<file path="config.mk">
export PLATFORM = sky130hd
export DESIGN_NAME = mc_seq_ctrl
export DESIGN_NICKNAME = d
export VERILOG_FILES = /design/src/rtl/mc_seq_ctrl_pkg.sv /design/src/rtl/mc_seq_ctrl_retire_cnt.sv /design/src/rtl/mc_seq_ctrl.sv
export SDC_FILE = /design/constraint.sdc
export NUM_CORES = 1
export LEC_CHECK = 0
export ABC_AREA = 1
export ABC_CLOCK_PERIOD_IN_PS = 2400
export CAP_MARGIN = 20
export CORE_AREA = 4 4 71 73
export CTS_BUF_LIST = sky130_fd_sc_hd__clkbuf_2
export DETAILED_ROUTE_END_ITERATION = 8
export DIE_AREA = 0 0 75 77
export HOLD_SLACK_MARGIN = 0.15
export PLACE_DENSITY = 0.77
export SLEW_MARGIN = 10
export SYNTH_ARGS = -nofsm -noshare
export SYNTH_HDL_FRONTEND = slang
export SYNTH_HIERARCHICAL = 1
export SYNTH_SLANG_ARGS = --single-unit
</file>
<file path="constraint.sdc">
create_clock -name clk -period 2.4 [get_ports clk]
set_clock_uncertainty 0.2 [all_clocks]
set_input_delay 0.36 -clock clk [delete_from_list [all_inputs] [get_ports clk]]
set_output_delay 0.36 -clock clk [all_outputs]
set_load 0.01 [all_outputs]
</file>
<file path="src/rtl/mc_seq_ctrl_pkg.sv">
// Shared control encodings for the multi-cycle sequencer: next-PC selects,
// jump/branch types and the 3-bit sequencer state codes.
package mc_seq_ctrl_pkg;

    localparam logic [1:0] NPC_PLUS4    = 2'd0;
    localparam logic [1:0] NPC_BRANCH   = 2'd1;
    localparam logic [1:0] NPC_JUMP_IMM = 2'd2;
    localparam logic [1:0] NPC_JUMP_REG = 2'd3;

    localparam logic [1:0] JUMP_NONE = 2'd0;
    localparam logic [1:0] JUMP_IMM  = 2'd1;
    localparam logic [1:0] JUMP_REG  = 2'd2;

    localparam logic [1:0] BRANCH_NONE = 2'd0;
    localparam logic [1:0] BRANCH_BEQ  = 2'd1;
    localparam logic [1:0] BRANCH_BNE  = 2'd2;

    typedef enum logic [2:0] {
        S_IF  = 3'd0,
        S_ID  = 3'd1,
        S_EX  = 3'd2,
        S_MEM = 3'd3,
        S_WB  = 3'd4
    } state_t;

endpackage

</file>
<file path="src/rtl/mc_seq_ctrl_retire_cnt.sv">
// Retired-instruction counter: synchronous clear wins over increment,
// wraps modulo 2^Width.
module mc_seq_ctrl_retire_cnt #(
    parameter int unsigned Width = 32
) (
    input  logic             clk_i,
    input  logic             clr_i,
    input  logic             inc_i,
    output logic [Width-1:0] count_o
);

    logic [Width-1:0] count_q;

    always_ff @(posedge clk_i) begin
        if (clr_i) begin
            count_q <= '0;
        end else if (inc_i) begin
            count_q <= count_q + Width'(1);
        end
    end

    assign count_o = count_q;

endmodule

</file>
<file path="src/rtl/mc_seq_ctrl.sv">
// Multi-cycle IF/ID/EX/MEM/WB sequencer: issues PC/IR/memory/GPR strobes from
// the current state and counts retired instructions.
module mc_seq_ctrl
    import mc_seq_ctrl_pkg::*;
#(
    parameter int unsigned CNT_W = 32
) (
    input  logic             clk,
    input  logic             rst,
    input  logic [1:0]       ID_NPCOp,
    input  logic [1:0]       ID_Jump,
    input  logic [1:0]       ID_Branch,
    input  logic             ID_Link,
    input  logic             ID_Load,
    input  logic             ID_Store,
    input  logic             ID_RegWr,
    input  logic             imem_ready,
    input  logic             dmem_ready,
    output logic             imem_req,
    output logic             dmem_req,
    output logic             MemWrite,
    output logic             IRWrite,
    output logic             PCWrite,
    output logic [1:0]       NPCOp,
    output logic             RegWrite,
    output logic [2:0]       state,
    output logic [CNT_W-1:0] instret
);

    state_t state_q, state_d;
    logic   retire;

    always_ff @(posedge clk) begin
        if (rst) begin
            state_q <= S_IF;
        end else begin
            state_q <= state_d;
        end
    end

    always_comb begin
        state_d  = state_q;
        retire   = 1'b0;
        imem_req = 1'b0;
        IRWrite  = 1'b0;
        PCWrite  = 1'b0;
        NPCOp    = NPC_PLUS4;
        dmem_req = 1'b0;
        MemWrite = 1'b0;
        RegWrite = 1'b0;

        case (state_q)
            S_IF: begin
                imem_req = 1'b1;
                if (imem_ready) begin
                    IRWrite = 1'b1;
                    state_d = S_ID;
                end
            end
            S_ID: begin
                PCWrite = 1'b1;
                NPCOp   = ID_NPCOp;
                // Jump outranks branch when a decoder flags both.
                if (ID_Jump != JUMP_NONE) begin
                    if (ID_Link) begin
                        state_d = S_WB;
                    end else begin
                        state_d = S_IF;
                        retire  = 1'b1;
                    end
                end else if (ID_Branch != BRANCH_NONE) begin
                    state_d = S_IF;
                    retire  = 1'b1;
                end else begin
                    state_d = S_EX;
                end
            end
            S_EX: begin
                if (ID_Load || ID_Store) begin
                    state_d = S_MEM;
                end else if (ID_RegWr) begin
                    state_d = S_WB;
                end else begin
                    state_d = S_IF;
                    retire  = 1'b1;
                end
            end
            S_MEM: begin
                dmem_req = 1'b1;
                MemWrite = ID_Store;
                if (dmem_ready) begin
                    if (ID_Store) begin
                        state_d = S_IF;
                        retire  = 1'b1;
                    end else begin
                        state_d = S_WB;
                    end
                end
            end
            S_WB: begin
                RegWrite = 1'b1;
                state_d  = S_IF;
                retire   = 1'b1;
            end
            default: state_d = S_IF;
        endcase

        // Reset cycle must not commit anything, even mid-stall.
        if (rst) begin
            retire   = 1'b0;
            imem_req = 1'b0;
            IRWrite  = 1'b0;
            PCWrite  = 1'b0;
            NPCOp    = NPC_PLUS4;
            dmem_req = 1'b0;
            MemWrite = 1'b0;
            RegWrite = 1'b0;
        end
    end

    assign state = state_q;

    mc_seq_ctrl_retire_cnt #(
        .Width (CNT_W)
    ) u_retire_cnt (
        .clk_i   (clk),
        .clr_i   (rst),
        .inc_i   (retire),
        .count_o (instret)
    );

endmodule

</file>
==> run metrics <==
status complete, no violations; CP max stage delay 590 ps; Hold WC Path Type primary input to flip-flop; DR pass1 iterations 4; largest net degree at the start of global routing 24; crit-path max FO 10; drt total wl 5.39 mm; Post-DRT Antenna Nets 0; dpl cell area 2820 µm²; PD cells 380 nW/µm²; kind of critical path flip-flop to primary output; reg2reg setup slack 270 ps; total grt overflow 0; Worst setup EP type primary output; Core Area 4350 µm²; largest cells by area after synthesis dfxtp_1, nand2_1, nor2_1; area grow syn2layout 36.6%; Rel. slew slack 0.806; Final TNS setup 0 ps; Worst EP arrival 1720 ps; first-pass GRT wire length 9.01 mm; Num CTS Buffers 5; Worst-Margin Slew 290 ps; Async SR Flop Fraction 0; register bit count reported by yosys 35; Highest Clock Rate 438 MHz; RD Place Congestion 0.882; layout cell share with drive strength beyond 1 0.168; Slew Limit Fails 0; Routed WL per cell 12.0 µm; placed cell count 442; Synth Cell Area 2120 µm²; fin crit share 0.952; Fill cells 399; die height 77 µm; RSZ-0062 raised after global routing false; Clock Sink Count 35; average cell area after synthesis 6.53 µm²; CTS max path bufs 2; Util after Layout 0.666; vias 2243; Post-synth top flop dfxtp_1; Die ar. 5780 µm²; Yosys warnings 6; VDD IR-drop max 0.000203 V; antenna violations before repair 0; Worst path depth 3; Vias/cell 4.98; Die X 75 µm; Starting Density 0.487; CTS tree done; Reg2Reg Depth 15; DRC Markers 0; Place WS -65.6 ps; Clk Latency, worst-skew pair 400 ps; CP Launch Point state[2]$_SDFFE_PP0P_; Setup-failing EPs final 0; number of diodes 0; Final min period 2280 ps; Reg-to-Reg End u_retire_cnt/count_o[30]$_SDFFE_PP0P_; post-CTS setup buffers 0; slowest library cell on the worst path clkdlybuf4s50_1; Syn Nets 340; Final Hold Fails 0; clk slew on worst S/H paths 180 ps; CP top delay family buffers and inverters; Syn Inst Count 325; port bufs 56; Post-Layout Cell Count 450; Leakage 1.22 nW; Total Nets Final 412; Post-DP HPWL 4.16 mm; Worst Path Buf+Inv 2; I/O pin total 57; vias in the first global route 2042; Synth cell types 28; max_cap viols 0; root buf cell clkbuf_2; Final Instance Area 2900 µm²; r2r startpoint state[2]$_SDFFE_PP0P_; worst-path cell chain inv_4, nor4_1, clkdlybuf4s50_1; most frequent cells after synthesis nand2_1, nor2_1, inv_1; Final WS setup 116 ps; worst hold stages 4; cell with the most instances after synthesis nand2_1; CTS HTree Levels 2; CP Data Required Time 1840 ps; CP Capture Point RegWrite; Iteration-0 DRC Markers 153; Seq/Total Area, Yosys 0.330; Std-Cell Rows 24; Worst setup SP type flip-flop; top cell type by total area after synthesis dfxtp_1; Synth top area share 0.330; Total GRT Usage 0.195; EDFF count, synth 0
-- layout make-up --
| type | count | area [µm²] | area share |
|---|---|---|---|
| multi-input combinational | 242 | 1230 | 0.424 |
| sequential | 35 | 703 | 0.243 |
| timing repair buffer | 70 | 671 | 0.231 |
| inverter | 43 | 166 | 0.0574 |
| tap | 52 | 65.1 | 0.0225 |
| clock inverter | 3 | 38.8 | 0.0134 |
| clock buffer | 5 | 25.0 | 0.00864 |
-- power by group --
part	total (mW)	internal [mW]	switching, mW
Sequential	0.596	0.587	0.00879
Combinational	0.126	0.0643	0.0614
Clock	0.379	0.171	0.208
Total	1.10	0.823	0.278
-- layer usage --
layer  up-vias  GRT usage  part of all wire
li1       1174          -                 -
met4         0     0.0712             0.016
met1       985      0.242              0.44
met5         -          0                 0
met3         8     0.0444             0.068
met2        76      0.320              0.47
-- tightest hold or removal path, delay by kind of cell --
family / cells / cell delay, ps
buf+inv: 3 / 370
simple gates: 1 / 70
-- stage by stage --
stage,total power [mW],hold WS [ps]
final,1.10,225
after detailed placement,0.734,296
after global routing,1.14,245
after floorplan,0.666,306
after CTS,1.11,334
after global placement,0.732,291
-- cells in the final DEF, fill, tap and decap left out --
| cell | netlist | layout |
|---|---|---|
| nand2_1 | 66 | 66 |
| nor2_1 | 54 | 54 |
| clkdlybuf4s50_1 | 0 | 51 |
| inv_1 | 40 | 40 |
| dfxtp_1 | 35 | 33 |
| nand3_1 | 29 | 29 |
| a21oi_1 | 21 | 21 |
| nor2_2 | 15 | 15 |
| buf_4 | 0 | 14 |
| nand2_2 | 12 | 12 |
| nand4_1 | 9 | 9 |
| o21ai_0 | 8 | 8 |
| nor2_4 | 8 | 8 |
| nor3_1 | 5 | 5 |
| clkbuf_2 | 0 | 5 |
| nand3_2 | 3 | 3 |
| dlymetal6s2s_1 | 0 | 3 |
| xnor2_1 | 3 | 3 |
| inv_4 | 1 | 2 |
| dlygate4sd2_1 | 0 | 2 |
| dfxtp_2 | 0 | 2 |
| o21a_1 | 2 | 2 |
| nor4_1 | 1 | 1 |
| o21ai_1 | 1 | 1 |
| bufinv_16 | 0 | 1 |
| clkinv_2 | 0 | 1 |
| clkinv_1 | 0 | 1 |
| nor2_8 | 1 | 1 |
| nand3_4 | 1 | 1 |
| inv_2 | 2 | 1 |
| and3_1 | 1 | 1 |
| a31o_2 | 1 | 1 |
| ha_1 | 1 | 1 |
-- sequential cells by signal (all words and copies together), names as in the netlist --
signal and flops:
state 3, u_retire_cnt/count_o 32
-- logic make-up (layout without fill, tap and decap cells) --
group                      after synthesis  after routing  share of synthesized area
and+or+nand+nor                        205            205                      0.479
buffers and inverters                   48            121                     0.0908
DFF                                     35             35                      0.330
AOI/OAI and AO/OA                       33             33                     0.0820
xor gates and xnor gates                 3              3                     0.0124
adders and majority gates                1              1                    0.00590
-- how the worst min path moves through the flow --
| stage | startpoint | to | slack (ps) |
|---|---|---|---|
| finish | rst | state[1]$_SDFFE_PP0P_ | 220 |
| global route | rst | state[1]$_SDFFE_PP0P_ | 240 |
| CTS | u_retire_cnt/count_o[10]$_SDFFE_PP0P_ | u_retire_cnt/count_o[10]$_SDFFE_PP0P_ | 330 |
| detailed placement | u_retire_cnt/count_o[10]$_SDFFE_PP0P_ | u_retire_cnt/count_o[10]$_SDFFE_PP0P_ | 300 |
| global placement | u_retire_cnt/count_o[5]$_SDFFE_PP0P_ | u_retire_cnt/count_o[5]$_SDFFE_PP0P_ | 290 |
| floorplan | u_retire_cnt/count_o[10]$_SDFFE_PP0P_ | u_retire_cnt/count_o[10]$_SDFFE_PP0P_ | 310 |
-- what timing repair did --
| action | in CTS | in global routing |
|---|---|---|
| endpoints found under the setup margin | 4 | 3 |
| pin swaps | 0 | 0 |
| hold buffers | 0 | 0 |
| resized for setup | 5 | 3 |
| hold endpoints to repair | 0 | 0 |
(Power assumes the default switching activity.)
